## config.mk

```make
export PLATFORM = sky130hd
export DESIGN_NAME = alu_reservation_station
export DESIGN_NICKNAME = d
export VERILOG_FILES = /design/src/rtl/alu_reservation_station.sv
export SDC_FILE = /design/constraint.sdc
export NUM_CORES = 1
export LEC_CHECK = 0
export CORE_MARGIN = 1.5
export CORE_UTILIZATION = 24
export DETAILED_ROUTE_END_ITERATION = 10
export PLACE_DENSITY = 0.46
export SLEW_MARGIN = 20
export SYNTH_ARGS = -nofsm -noshare
export SYNTH_HDL_FRONTEND = slang
export SYNTH_SLANG_ARGS = --single-unit
export TNS_END_PERCENT = 5
```

## constraint.sdc

```tcl
create_clock -name clk -period 2.08 [get_ports clk]
set_clock_uncertainty 0.2 [all_clocks]
set_input_delay 0.416 -clock clk [delete_from_list [all_inputs] [get_ports clk]]
set_output_delay 0.416 -clock clk [all_outputs]
set_load 0.005 [all_outputs]
```

## src/rtl/alu_reservation_station.sv

```systemverilog
// ALU reservation station: buffers dispatched micro-ops, snoops the CDB and issues one ready op
// per cycle. Define RS_AGE_ORDER_EN for oldest-first issue; otherwise lowest-index first.
module alu_reservation_station #(
  parameter int unsigned NUM_ENTRIES = 4,
  parameter int unsigned TAG_W       = 4
) (
  input  logic             clk,
  input  logic             rst,
  input  logic             flush,
  input  logic             dispatch_valid,
  output logic             dispatch_ready,
  input  logic [3:0]       dispatch_op,
  input  logic             dispatch_src1_ready,
  input  logic [31:0]      dispatch_src1_value,
  input  logic [TAG_W-1:0] dispatch_src1_tag,
  input  logic             dispatch_src2_ready,
  input  logic [31:0]      dispatch_src2_value,
  input  logic [TAG_W-1:0] dispatch_src2_tag,
  input  logic [TAG_W-1:0] dispatch_dest_tag,
  input  logic             cdb_valid,
  input  logic [TAG_W-1:0] cdb_tag,
  input  logic [31:0]      cdb_value,
  output logic             issue_valid,
  input  logic             issue_ready,
  output logic [3:0]       issue_op,
  output logic [31:0]      issue_src1_data,
  output logic [31:0]      issue_src2_data,
  output logic [TAG_W-1:0] issue_dest_tag
);

  localparam int unsigned IdxW  = (NUM_ENTRIES > 1) ? $clog2(NUM_ENTRIES) : 1;
  localparam logic [3:0]  NoAlu = 4'd0;

  logic [NUM_ENTRIES-1:0] valid_q, valid_d;
  logic [NUM_ENTRIES-1:0] s1_rdy_q, s1_rdy_d, s2_rdy_q, s2_rdy_d;
  logic [3:0]             op_q     [NUM_ENTRIES];
  logic [3:0]             op_d     [NUM_ENTRIES];
  logic [31:0]            s1_val_q [NUM_ENTRIES];
  logic [31:0]            s1_val_d [NUM_ENTRIES];
  logic [31:0]            s2_val_q [NUM_ENTRIES];
  logic [31:0]            s2_val_d [NUM_ENTRIES];
  logic [TAG_W-1:0]       s1_tag_q [NUM_ENTRIES];
  logic [TAG_W-1:0]       s1_tag_d [NUM_ENTRIES];
  logic [TAG_W-1:0]       s2_tag_q [NUM_ENTRIES];
  logic [TAG_W-1:0]       s2_tag_d [NUM_ENTRIES];
  logic [TAG_W-1:0]       dest_q   [NUM_ENTRIES];
  logic [TAG_W-1:0]       dest_d   [NUM_ENTRIES];
`ifdef RS_AGE_ORDER_EN
  logic [IdxW-1:0]        rank_q   [NUM_ENTRIES];
  logic [IdxW-1:0]        rank_d   [NUM_ENTRIES];
`endif

  logic [NUM_ENTRIES-1:0] eligible;
  logic [IdxW-1:0]        sel_idx, free_idx;
  logic                   sel_found, free_found;
  logic                   issue_fire, dispatch_fire;
  logic                   byp1, byp2;

  always_comb begin
    eligible  = valid_q & s1_rdy_q & s2_rdy_q;
    sel_found = 1'b0;
    sel_idx   = '0;
    for (int i = 0; i < NUM_ENTRIES; i++) begin
`ifdef RS_AGE_ORDER_EN
      if (eligible[i] && (!sel_found || rank_q[i] < rank_q[sel_idx])) begin
`else
      if (eligible[i] && !sel_found) begin
`endif
        sel_found = 1'b1;
        sel_idx   = IdxW'(i);
      end
    end
    free_found = 1'b0;
    free_idx   = '0;
    for (int i = 0; i < NUM_ENTRIES; i++) begin
      if (!valid_q[i] && !free_found) begin
        free_found = 1'b1;
        free_idx   = IdxW'(i);
      end
    end
  end

  assign dispatch_ready = free_found;
  assign issue_valid    = sel_found;
  assign issue_fire     = sel_found & issue_ready & ~flush;
  assign dispatch_fire  = dispatch_valid & free_found & ~flush;
  assign byp1 = cdb_valid && !dispatch_src1_ready && (dispatch_src1_tag == cdb_tag);
  assign byp2 = cdb_valid && !dispatch_src2_ready && (dispatch_src2_tag == cdb_tag);

  always_comb begin
    issue_op        = NoAlu;
    issue_src1_data = '0;
    issue_src2_data = '0;
    issue_dest_tag  = '0;
    if (sel_found) begin
      issue_op        = op_q[sel_idx];
      issue_src1_data = s1_val_q[sel_idx];
      issue_src2_data = s2_val_q[sel_idx];
      issue_dest_tag  = dest_q[sel_idx];
    end
  end

  always_comb begin
`ifdef RS_AGE_ORDER_EN
    int unsigned cnt;
`endif
    valid_d  = valid_q;
    s1_rdy_d = s1_rdy_q;
    s2_rdy_d = s2_rdy_q;
    op_d     = op_q;
    s1_val_d = s1_val_q;
    s2_val_d = s2_val_q;
    s1_tag_d = s1_tag_q;
    s2_tag_d = s2_tag_q;
    dest_d   = dest_q;
`ifdef RS_AGE_ORDER_EN
    rank_d   = rank_q;
    cnt      = 0;
    for (int i = 0; i < NUM_ENTRIES; i++) cnt += 32'(valid_q[i]);
`endif
    for (int i = 0; i < NUM_ENTRIES; i++) begin
      if (cdb_valid && valid_q[i] && !s1_rdy_q[i] && s1_tag_q[i] == cdb_tag) begin
        s1_rdy_d[i] = 1'b1;
        s1_val_d[i] = cdb_value;
      end
      if (cdb_valid && valid_q[i] && !s2_rdy_q[i] && s2_tag_q[i] == cdb_tag) begin
        s2_rdy_d[i] = 1'b1;
        s2_val_d[i] = cdb_value;
      end
    end
    if (issue_fire) begin
      valid_d[sel_idx] = 1'b0;
`ifdef RS_AGE_ORDER_EN
      // Entries younger than the leaving one close the gap in the rank order.
      for (int i = 0; i < NUM_ENTRIES; i++) begin
        if (valid_q[i] && rank_q[i] > rank_q[sel_idx]) rank_d[i] = rank_q[i] - 1'b1;
      end
`endif
    end
    // The free slot is never the issued one, so this cannot collide with the clear above.
    if (dispatch_fire) begin
      valid_d[free_idx]  = 1'b1;
      op_d[free_idx]     = dispatch_op;
      s1_rdy_d[free_idx] = dispatch_src1_ready | byp1;
      s1_val_d[free_idx] = byp1 ? cdb_value : dispatch_src1_value;
      s1_tag_d[free_idx] = dispatch_src1_tag;
      s2_rdy_d[free_idx] = dispatch_src2_ready | byp2;
      s2_val_d[free_idx] = byp2 ? cdb_value : dispatch_src2_value;
      s2_tag_d[free_idx] = dispatch_src2_tag;
      dest_d[free_idx]   = dispatch_dest_tag;
`ifdef RS_AGE_ORDER_EN
      rank_d[free_idx]   = IdxW'(cnt - 32'(issue_fire));
`endif
    end
    if (flush) begin
      valid_d = '0;
`ifdef RS_AGE_ORDER_EN
      for (int i = 0; i < NUM_ENTRIES; i++) rank_d[i] = '0;
`endif
    end
  end

  always_ff @(posedge clk) begin
    if (rst) begin
      valid_q  <= '0;
      s1_rdy_q <= '0;
      s2_rdy_q <= '0;
      for (int i = 0; i < NUM_ENTRIES; i++) begin
        op_q[i]     <= NoAlu;
        s1_val_q[i] <= '0;
        s2_val_q[i] <= '0;
        s1_tag_q[i] <= '0;
        s2_tag_q[i] <= '0;
        dest_q[i]   <= '0;
`ifdef RS_AGE_ORDER_EN
        rank_q[i]   <= '0;
`endif
      end
    end else begin
      valid_q  <= valid_d;
      s1_rdy_q <= s1_rdy_d;
      s2_rdy_q <= s2_rdy_d;
      op_q     <= op_d;
      s1_val_q <= s1_val_d;
      s2_val_q <= s2_val_d;
      s1_tag_q <= s1_tag_d;
      s2_tag_q <= s2_tag_d;
      dest_q   <= dest_d;
`ifdef RS_AGE_ORDER_EN
      rank_q   <= rank_d;
`endif
    end
  end

endmodule

```

# == Yosys cells after proc, flatten, opt, wreduce, memory -nomap -nowiden ==
# Cells that the tools add are included.
# word_totals
ram_bits,0
latchBits,0
regBits,332
inputBits,124
mem_bits_ro,0
word_cells,180
memories,0
out_inout_bits,74
# classes
reduce_logical,52
shifts,0
n_div,0
add_sub_neg,0
bitwise_logic,14
n_eq_ne,10
mul,0
order_cmp,7
mux,70
# ops
op,n
32-bit 2-to-1 mux,17
128-bit bitwise mux,2
128-bit 2-to-1 mux,2
32-bit binary-select mux with 2-bit select,2
16-bit bitwise mux,4
32-bit demux with 2-bit select,1
4-bit 2-to-1 mux,11
4-bit == test,10
1-bit logical AND,33
1-bit 2-to-1 mux,20
1-bit logical NOT,18
4-bit binary-select mux with 2-bit select,2
4-bit bitwise AND,3
4-bit bitwise mux,2
4-bit demux with 2-bit select,1
2-bit 2-to-1 mux,4
3-bit greater-or-equal comparator (second input constant),2
2-bit by 3-bit < comparator with 1-bit output (second input constant),2
2-bit inverter with 3-bit output,2
1-bit bitwise AND,4
1-bit demux with 2-bit select,2
2-bit by 1-bit greater-or-equal comparator with 1-bit output (second input constant),2
4-bit inverter,1
4-bit bitwise OR,1
other kinds (4),5

# == Depth between registers and ports, before layout ==
# Gate-level depths: netlist of run 1.
# depth
ltp_word,21
mapped_depth,8
depth_no_buf,5

# == Least setup slack after synthesis of run 1 ==
# No wires, ideal clock.
# synth_path
kind,input port to flip-flop
startpoint,input cdb_tag[0]
endpoint,register s2_val_q[102] (netlist bit)
arrival_time_ps,1833
slack_ps,-40
t_required_ps,1793
stages,7
path_buffers,2
setup_ps,87
cell_sequence,buf_6 -> xor2_2 -> nor3_4 -> nand4b_4 -> buf_12 -> mux2i_4 -> a221oi_2
# synth_via
elab_chain_len,5
word_cells_on_any_way,8
# synth_lines
element,line_no,rtl
"start, declared",21,"input logic [TAG_W-1:0] cdb_tag,"
4-bit == test (on tied branches),"126, 88",
1-bit logical AND (on tied branches),"126, 88",
32-bit 2-to-1 mux (on tied branches),"126, 148",
128-bit bitwise mux,148,s2_val_d[free_idx] = byp2 ? cdb_value : dispatch_src2_value;
128-bit 2-to-1 mux (*),141,if (dispatch_fire) begin
"end signal, assigned",185,s2_val_q <= s2_val_d;
"end, declared",40,logic [31:0] s2_val_q [NUM_ENTRIES];
# Mark *: on every way between the ends. The rest lies on a longest branch, timed or not.
# A chain may end at the register's enable or synchronous reset.

# == Final worst setup path of run 1 ==
# layout_path
startpoint,register s1_rdy_q[0]
endpoint,output issue_src1_data[11]
# layout_via
elab_chain_len,17
word_cells_on_any_way,20
# layout_lines
element,line_no,rtl
"start, declared",35,"logic [NUM_ENTRIES-1:0] s1_rdy_q, s1_rdy_d, s2_rdy_q, s2_rdy_d;"
"start signal, assigned",181,s1_rdy_q <= s1_rdy_d;
4-bit bitwise AND (*) (2 in series),60,eligible = valid_q & s1_rdy_q & s2_rdy_q;
1-bit 2-to-1 mux (*),67,if (eligible[i] && !sel_found) begin
1-bit logical NOT,67,
1-bit logical AND,67,
1-bit 2-to-1 mux,67,
1-bit logical NOT,67,
1-bit logical AND,67,
1-bit 2-to-1 mux,67,
1-bit logical NOT,67,
1-bit logical AND,67,
2-bit 2-to-1 mux,67,
2-bit inverter with 3-bit output (implied by the code),97,issue_src1_data = s1_val_q[sel_idx];
32-bit binary-select mux with 2-bit select,97,
32-bit 2-to-1 mux (implied by the code) (2 in series),97,
32-bit 2-to-1 mux (*),95,if (sel_found) begin
"end, declared",26,"output logic [31:0] issue_src1_data,"
# Mark *: on every way between the ends. The rest lies on a longest branch, timed or not. The select of a mux whose other input is x is not followed.

==> metrics.txt, run 1 <==
I/O pin count 198; reg-to-reg slack, setup 0.02 ns; worst setup margin -0.7929 ns; GPL Wtd Cong 0.8243; Clock Pin Slew Worst Setup and Hold Paths 0.06 ns; #FFs+latches synth 332; CTS tree done; worst hold path class in2reg; Vias/cell 5.442; R2R Path Start valid_q[0]$_SDFF_PP0_; WP buf/inv 5; CORE AREA 0.07432 mm²; CP startpoint s1_rdy_q[0]$_SDFF_PP0_; fin util 0.3598; Worst-Margin Slew 0.4964 ns; htree depth 2; final slew viol count 0; via count between 15,000 and 20,000; sequential fraction of the synthesis area 0.3693; layout cells sized above 1 0.3571; critical-path cell list nand3_4 > nor2b_4 > buf_8 > buf_12 > buf_16 > buf_8 > mux2i_4 > a21oi_4 > buf_2; Rel. slew slack 0.6690; clk sink count 332; PwrDens a little under 600 mW/mm²; Async SR Flop Fraction 0; Crit path max-delay family buffers and inverters; number of fill cells 7,428; Clk Latency, worst-skew pair 0.58 ns; die area 0.07664 mm²; crit-path max cell delay 0.35 ns; Finish-stage setup viols 120; Total Wirelength 81,380 µm; Syn Area/Cell slightly above 9 µm²; Hold Fails Final Rpt 0; most frequent CP cell buf_8; starting density of the core 0.2422; CTS Buffer Depth 3; initial antenna violation count 4; dpl hpwl between 50,000 and 60,000 µm; synth unique cells 50; max cap viols 0; 1st-pass router iterations 5; crit path max fanout 6; die height about 280 µm; gr usage total 0.2056; peak supply drop between 0.5 and 0.6 mV; Post-synth EDFFs 0; worst hold margin 0.03933 ns; crit path to issue_src1_data[11]; status finished with violations; Worst Setup End Kind output port; Remaining DRCs 0; first-pass GRT wire length 120,800 µm; period utilisation layout 1.381; largest net degree at the start of global routing 71; most frequent cells in the layout dfxtp_1, a21oi_1, nand2_1; RSZ-0062 raised after global routing yes; most common cell after layout, fill and taps aside dfxtp_1; Row Count 100; Synth Flop Type dfxtp_1; Die Wd 276.8 µm; Final min period 2.873 ns; number of global-route vias before repair 18,289; Final ANT Viol Nets 0; Avg WL per Cell 24.80 µm; Reg2Reg Capture Point s1_val_q[85]$_SDFF_PP0_; CTS Buf Count 39; Syn Inst Count a little under 2,000; failing checks negative setup slack; WP data required 1.46 ns; NumNets Final between 2,000 and 2,500; Worst path depth 9; Worst setup SP type flop; Lkg Pwr 9.100 nW; detailed router's first-iteration violation count 1,500; yosys warns 0; Overflow after GRT 0; Post-Synthesis Cell Area approximately 0.018 mm²; fmax 348.1 MHz; critical setup path kind reg2out; Root Driver clkbuf_16; Area Growth Syn to Fin 48.57%; CP arrival 2.26 ns; synthesized net count 2,080; R2R depth 8; Slowest-stage cell, CP dfxtp_2; port bufs roughly 200
## kinds of logic after synthesis
logic type | Yosys count | synth area share
flip-flops | 332 | 0.3693
buffers and inverters | 250 | 0.06521
multiplexers | 136 | 0.09650
XOR/XNOR | 40 | 0.02155
AO/OA/AOI/OAI | 873 | 0.3605
AND/OR/NAND/NOR | 325 | 0.08690
## power by group
part	leakage [nW]	total, mW	switching [mW]	internal, mW
Combinational	5.73	1.68	0.947	0.734
Clock	0.674	7.25	2.97	4.28
Sequential	2.69	6.54	0.0725	6.47
Total	9.10	15.5	3.99	11.5
## worst register-to-register path, delay by kind of cell (launching register included)
kind                   cells  cell delay, ns
DFF                        1            0.35
buffers and inverters      4            0.58
and+or+nand+nor            1            0.40
AOI/OAI and AO/OA          3            0.45
## Yosys cell counts (35+ instances only)
library cell | number | share of area
o21ai_0 | 62 | 0.017
mux2i_1 | 106 | 0.059
a221oi_1 | 103 | 0.050
a21boi_0 | 69 | 0.029
a211oi_1 | 155 | 0.065
a221oi_2 | 73 | 0.061
a22oi_1 | 64 | 0.027
a21oi_1 | 305 | 0.085
nand2_1 | 237 | 0.049
buf_2 | 56 | 0.016
dfxtp_1 | 332 | 0.37
clkbuf_1 | 161 | 0.034
a211oi_2 | 35 | 0.024
## worst min path at each step
stage | depth (start not counted) | slack [ns] | end | from
finish | 2 | 0.04 | s1_val_q[106]$_SDFF_PP0_ | rst
CTS | 2 | 0.03 | s1_val_q[106]$_SDFF_PP0_ | rst
global placement | 2 | 0.24 | op_q[6]$_SDFFE_PP0P_ | op_q[6]$_SDFFE_PP0P_
global route | 2 | 0.05 | s1_val_q[68]$_SDFF_PP0_ | rst
detailed placement | 2 | 0.25 | op_q[5]$_SDFFE_PP0P_ | op_q[5]$_SDFFE_PP0P_
floorplan | 2 | 0.24 | dest_q[12]$_SDFFE_PP0P_ | dest_q[12]$_SDFFE_PP0P_
## routing by layer
metal | vias up | GRT usage | routed length, µm
met5 | - | 0 | 55
met4 | 8 | 0.05692 | 2058
met3 | 134 | 0.03172 | 4527
met2 | 632 | 0.3532 | 39680
met1 | 8991 | 0.2657 | 35070
li1 | 8097 | - | -
## flip-flops by register name, indices dropped and copies added, names as in the netlist
signal	count
s1_rdy_q	4
s2_rdy_q	4
op_q	16
s2_tag_q	16
valid_q	4
s2_val_q	128
s1_val_q	128
dest_q	16
s1_tag_q	16
## through the flow
step                std cells  power [mW]  instance area [µm²]  TNS (ns)  worst slack (ns)
floorplan                1956       7.454                18010   -0.1090         -0.009349
global placement         3144       8.269                23210   -214.77           -0.7527
detailed placement       3144       8.305                23210   -221.93           -0.7468
CTS                      3277       15.58                26490    -56.98           -0.7909
global route             3279       15.94                26730    -58.72           -0.8390
finish                   3282       15.47                26740    -49.58           -0.7929
## final cells by class
class	count	area (µm²)	area share
tap	969	1212	0.04534
sequential	332	6663	0.2492
multi-input combinational	1375	11620	0.4345
clock buffer	59	1212	0.04534
antenna	3	7.507	0.0002808
timing repair buffer	529	5888	0.2202
clock inverter	13	130.1	0.004867
inverter	2	7.507	0.0002808
## repair_timing
action	4_1_cts	5_1_grt
hold buffers	0	0
setup endpoints to repair	226	306
cloned	19	0
resized for setup	514	96
hold endpoints to repair	0	0
setup buffers	58	10
pin swaps	92	39
Power figures use the tool's default switching activity.
==> run 2: changes to the inputs <==
--- a/config.mk
+++ b/config.mk
@@ -8,7 +8,7 @@
 export CORE_MARGIN = 1.5
 export CORE_UTILIZATION = 24
 export DETAILED_ROUTE_END_ITERATION = 10
-export PLACE_DENSITY = 0.46
+export PLACE_DENSITY = 0.45
 export SLEW_MARGIN = 20
 export SYNTH_ARGS = -nofsm -noshare
 export SYNTH_HDL_FRONTEND = slang
==> constraint.sdc (replaced) <==
create_clock -name clk -period 3.4 [get_ports clk]
set_clock_uncertainty 0.2 [all_clocks]
set_input_delay 0.68 -clock clk [delete_from_list [all_inputs] [get_ports clk]]
set_output_delay 0.68 -clock clk [all_outputs]
set_load 0.005 [all_outputs]
==> run 2 against run 1 <==
Compared with the run above: the run still ends with negative setup slack left; power decreased by 38%; clock-buffer cell count grew 3; die area is the same; combinational power fell by 46%; global-route usage is 1.4 points lower; sequential share of layout area up 3.6 points; first-iteration DRC count decreased by 2.9%; non-clock buffer count down 209; clock power down 36%; worst setup slack better by 0.71 ns; critical path type unchanged; largest power group unchanged; highest routed layer unchanged.
==> metrics.txt, run 2 (synthesis results as in run 1) <==
layout cells sized above 1 0.2006 (was 0.3571); Worst Setup End Kind output port (unchanged); WP data required 2.52 ns (was 1.46 ns); CORE AREA 0.07432 mm² (unchanged); htree depth 2 (unchanged); via count 16,793 (was 17,862); crit path max fanout 17 (was 6); PwrDens 408.7 mW/mm² (was 578.6 mW/mm²); Area Growth Syn to Fin 30.03% (was 48.57%); Row Count 100 (unchanged); gr usage total 0.1911 (was 0.2056); Lkg Pwr 7.736 nW (was 9.100 nW); Clk Latency, worst-skew pair 0.56 ns (was 0.58 ns); R2R depth 7 (was 8); number of fill cells 7,646 (was 7,428); peak supply drop 0.2878 mV (was 0.5707 mV); max cap viols 0 (unchanged); critical setup path kind reg2out (unchanged); critical-path cell list nand3_4 > nor2b_4 > buf_4 > buf_12 > mux2i_1 > a21oi_2 > clkdlybuf4s50_1 (was nand3_4 > nor2b_4 > buf_8 > buf_12 > buf_16 > buf_8 > mux2i_4 > a21oi_4 > buf_2); die height 276.8 µm (unchanged); number of global-route vias before repair 16,894 (was 18,289); failing checks negative setup slack (unchanged); GPL Wtd Cong 0.7771 (was 0.8243); crit-path max cell delay 0.58 ns (was 0.35 ns); CTS tree done (unchanged); period utilisation layout 1.025; Vias/cell 5.461 (was 5.442); fmax ~290 MHz; Die Wd 276.8 µm (unchanged); die area 0.07664 mm² (unchanged); port bufs 197 (unchanged); Reg area 0.006673 mm² (was 0.006663 mm²); R2R Path Start valid_q[2]$_SDFF_PP0_ (was valid_q[0]$_SDFF_PP0_); worst hold path class reg2reg (was in2reg); Finish-stage setup viols 9 (was 120); CTS Buf Count 42 (was 39); Rel. slew slack 0.2688 (was 0.6690); Slowest-stage cell, CP clkdlybuf4s50_1 (was dfxtp_2); DP Worst Slack 0.09876 ns (was -0.7468 ns); CP arrival 2.61 ns (was 2.26 ns); Worst setup SP type flop (unchanged); worst setup margin -0.08537 ns (was -0.7929 ns); 1st-pass router iterations 5 (unchanged); final slew viol count 0 (unchanged); first-pass GRT wire length 112,500 µm (was 120,800 µm); CP startpoint s2_rdy_q[1]$_SDFF_PP0_ (was s1_rdy_q[0]$_SDFF_PP0_); Root Driver clkbuf_16 (unchanged); I/O pin count 198 (unchanged); clk sink count 332 (unchanged); multi-input combinational cell area 0.01049 mm² (was 0.01162 mm²); reg-to-reg slack, setup 0.82 ns (was 0.02 ns); Hold Fails Final Rpt 0 (unchanged); initial antenna violation count 5 (was 4); Clock Pin Slew Worst Setup and Hold Paths 0.05 ns (was 0.06 ns); Largest regs s1_val_q (128), s2_val_q (128) (unchanged); Final ANT Viol Nets 0 (unchanged); most common cell after layout, fill and taps aside dfxtp_1 (unchanged); NumNets Final 2,196 (was 2,403); worst hold margin 0.2534 ns (was 0.03933 ns); detailed router's first-iteration violation count 1,456 (was 1,500); CTS Buffer Depth 3 (unchanged); Remaining DRCs 0 (unchanged); crit path to issue_src1_data[27] (was issue_src1_data[11]); total power 9.565 mW (was 15.47 mW); Final min period 3.485 ns; Worst-Margin Slew 1.093 ns (was 0.4964 ns); Reg2Reg Capture Point s2_val_q[37]$_SDFF_PP0_ (was s1_val_q[85]$_SDFF_PP0_); status finished with violations (unchanged); Total Wirelength 75,830 µm (was 81,380 µm); most frequent cells in the layout dfxtp_1, a21oi_1, nand2_1 (unchanged); RSZ-0062 raised after global routing yes (unchanged); Hold-fix buffers, CTS 0 (unchanged); Avg WL per Cell 24.66 µm (was 24.80 µm); starting density of the core 0.2422 (unchanged); dpl hpwl 48,240 µm (was 51,620 µm); Overflow after GRT 0 (unchanged); largest net degree at the start of global routing 94 (was 71)
## run 2: worst max-delay path, delay by kind of cell, from the launching register on
kind / cells / cell delay (ns)
buffers and inverters: 3 / 0.93
DFF: 1 / 0.39
and+or+nand+nor: 2 / 0.32
AOI/OAI and AO/OA: 1 / 0.26
muxes: 1 / 0.12
## run 2: how the worst min path moves through the flow
stage,start,end,slack (ns),cells after the start
floorplan,dest_q[12]$_SDFFE_PP0P_,dest_q[12]$_SDFFE_PP0P_,0.24,2
global placement,dest_q[5]$_SDFFE_PP0P_,dest_q[5]$_SDFFE_PP0P_,0.24,2
detailed placement,op_q[6]$_SDFFE_PP0P_,op_q[6]$_SDFFE_PP0P_,0.25,2
CTS,op_q[6]$_SDFFE_PP0P_,op_q[6]$_SDFFE_PP0P_,0.26,2
global route,dest_q[5]$_SDFFE_PP0P_,dest_q[5]$_SDFFE_PP0P_,0.27,2
finish,op_q[5]$_SDFFE_PP0P_,op_q[5]$_SDFFE_PP0P_,0.25,2
## run 2: timing repair
item / 4_1_cts / 5_1_grt
pin swaps: 13 / 9
resized for setup: 79 / 42
setup endpoints to repair: 72 / 41
gates cloned: 3 / 0
buffers inserted: 5 / 3
## run 2: cell type report
class | instances | share of cell area
antenna | 2 | 0.0002139
clock buffer | 62 | 0.05384
clock inverter | 14 | 0.007485
inverter | 2 | 0.0003208
multi-input combinational | 1374 | 0.4483
sequential | 332 | 0.2851
tap | 969 | 0.05181
timing repair buffer | 320 | 0.1529
## run 2: stage by stage
step	TNS, ns	instance area, µm²	util	cells
final	-0.3760	23400	0.3149	3075
after global routing	-2.379	23400	0.3148	3073
after CTS	-3.163	23250	0.3129	3070
after detailed placement	0	21500	0.2893	2986
after global placement	0	21500	0.2893	2986
after floorplan	0	18000	-	1956
## run 2: layer usage
| metal | GRT usage | vias up | wire length [µm] |
|---|---|---|---|
| met4 | 0.05114 | 6 | 1727 |
| met5 | 0 | - | 48 |
| li1 | - | 7667 | - |
| met2 | 0.3186 | 603 | 35820 |
| met3 | 0.03586 | 100 | 4200 |
| met1 | 0.2516 | 8417 | 34040 |
## run 2: power breakdown
part / leakage (nW) / internal [mW] / total [mW] / switching (mW)
Sequential: 2.69 / 3.96 / 4.00 / 0.0389
Clock: 0.705 / 2.86 / 4.67 / 1.81
Combinational: 4.34 / 0.353 / 0.899 / 0.546
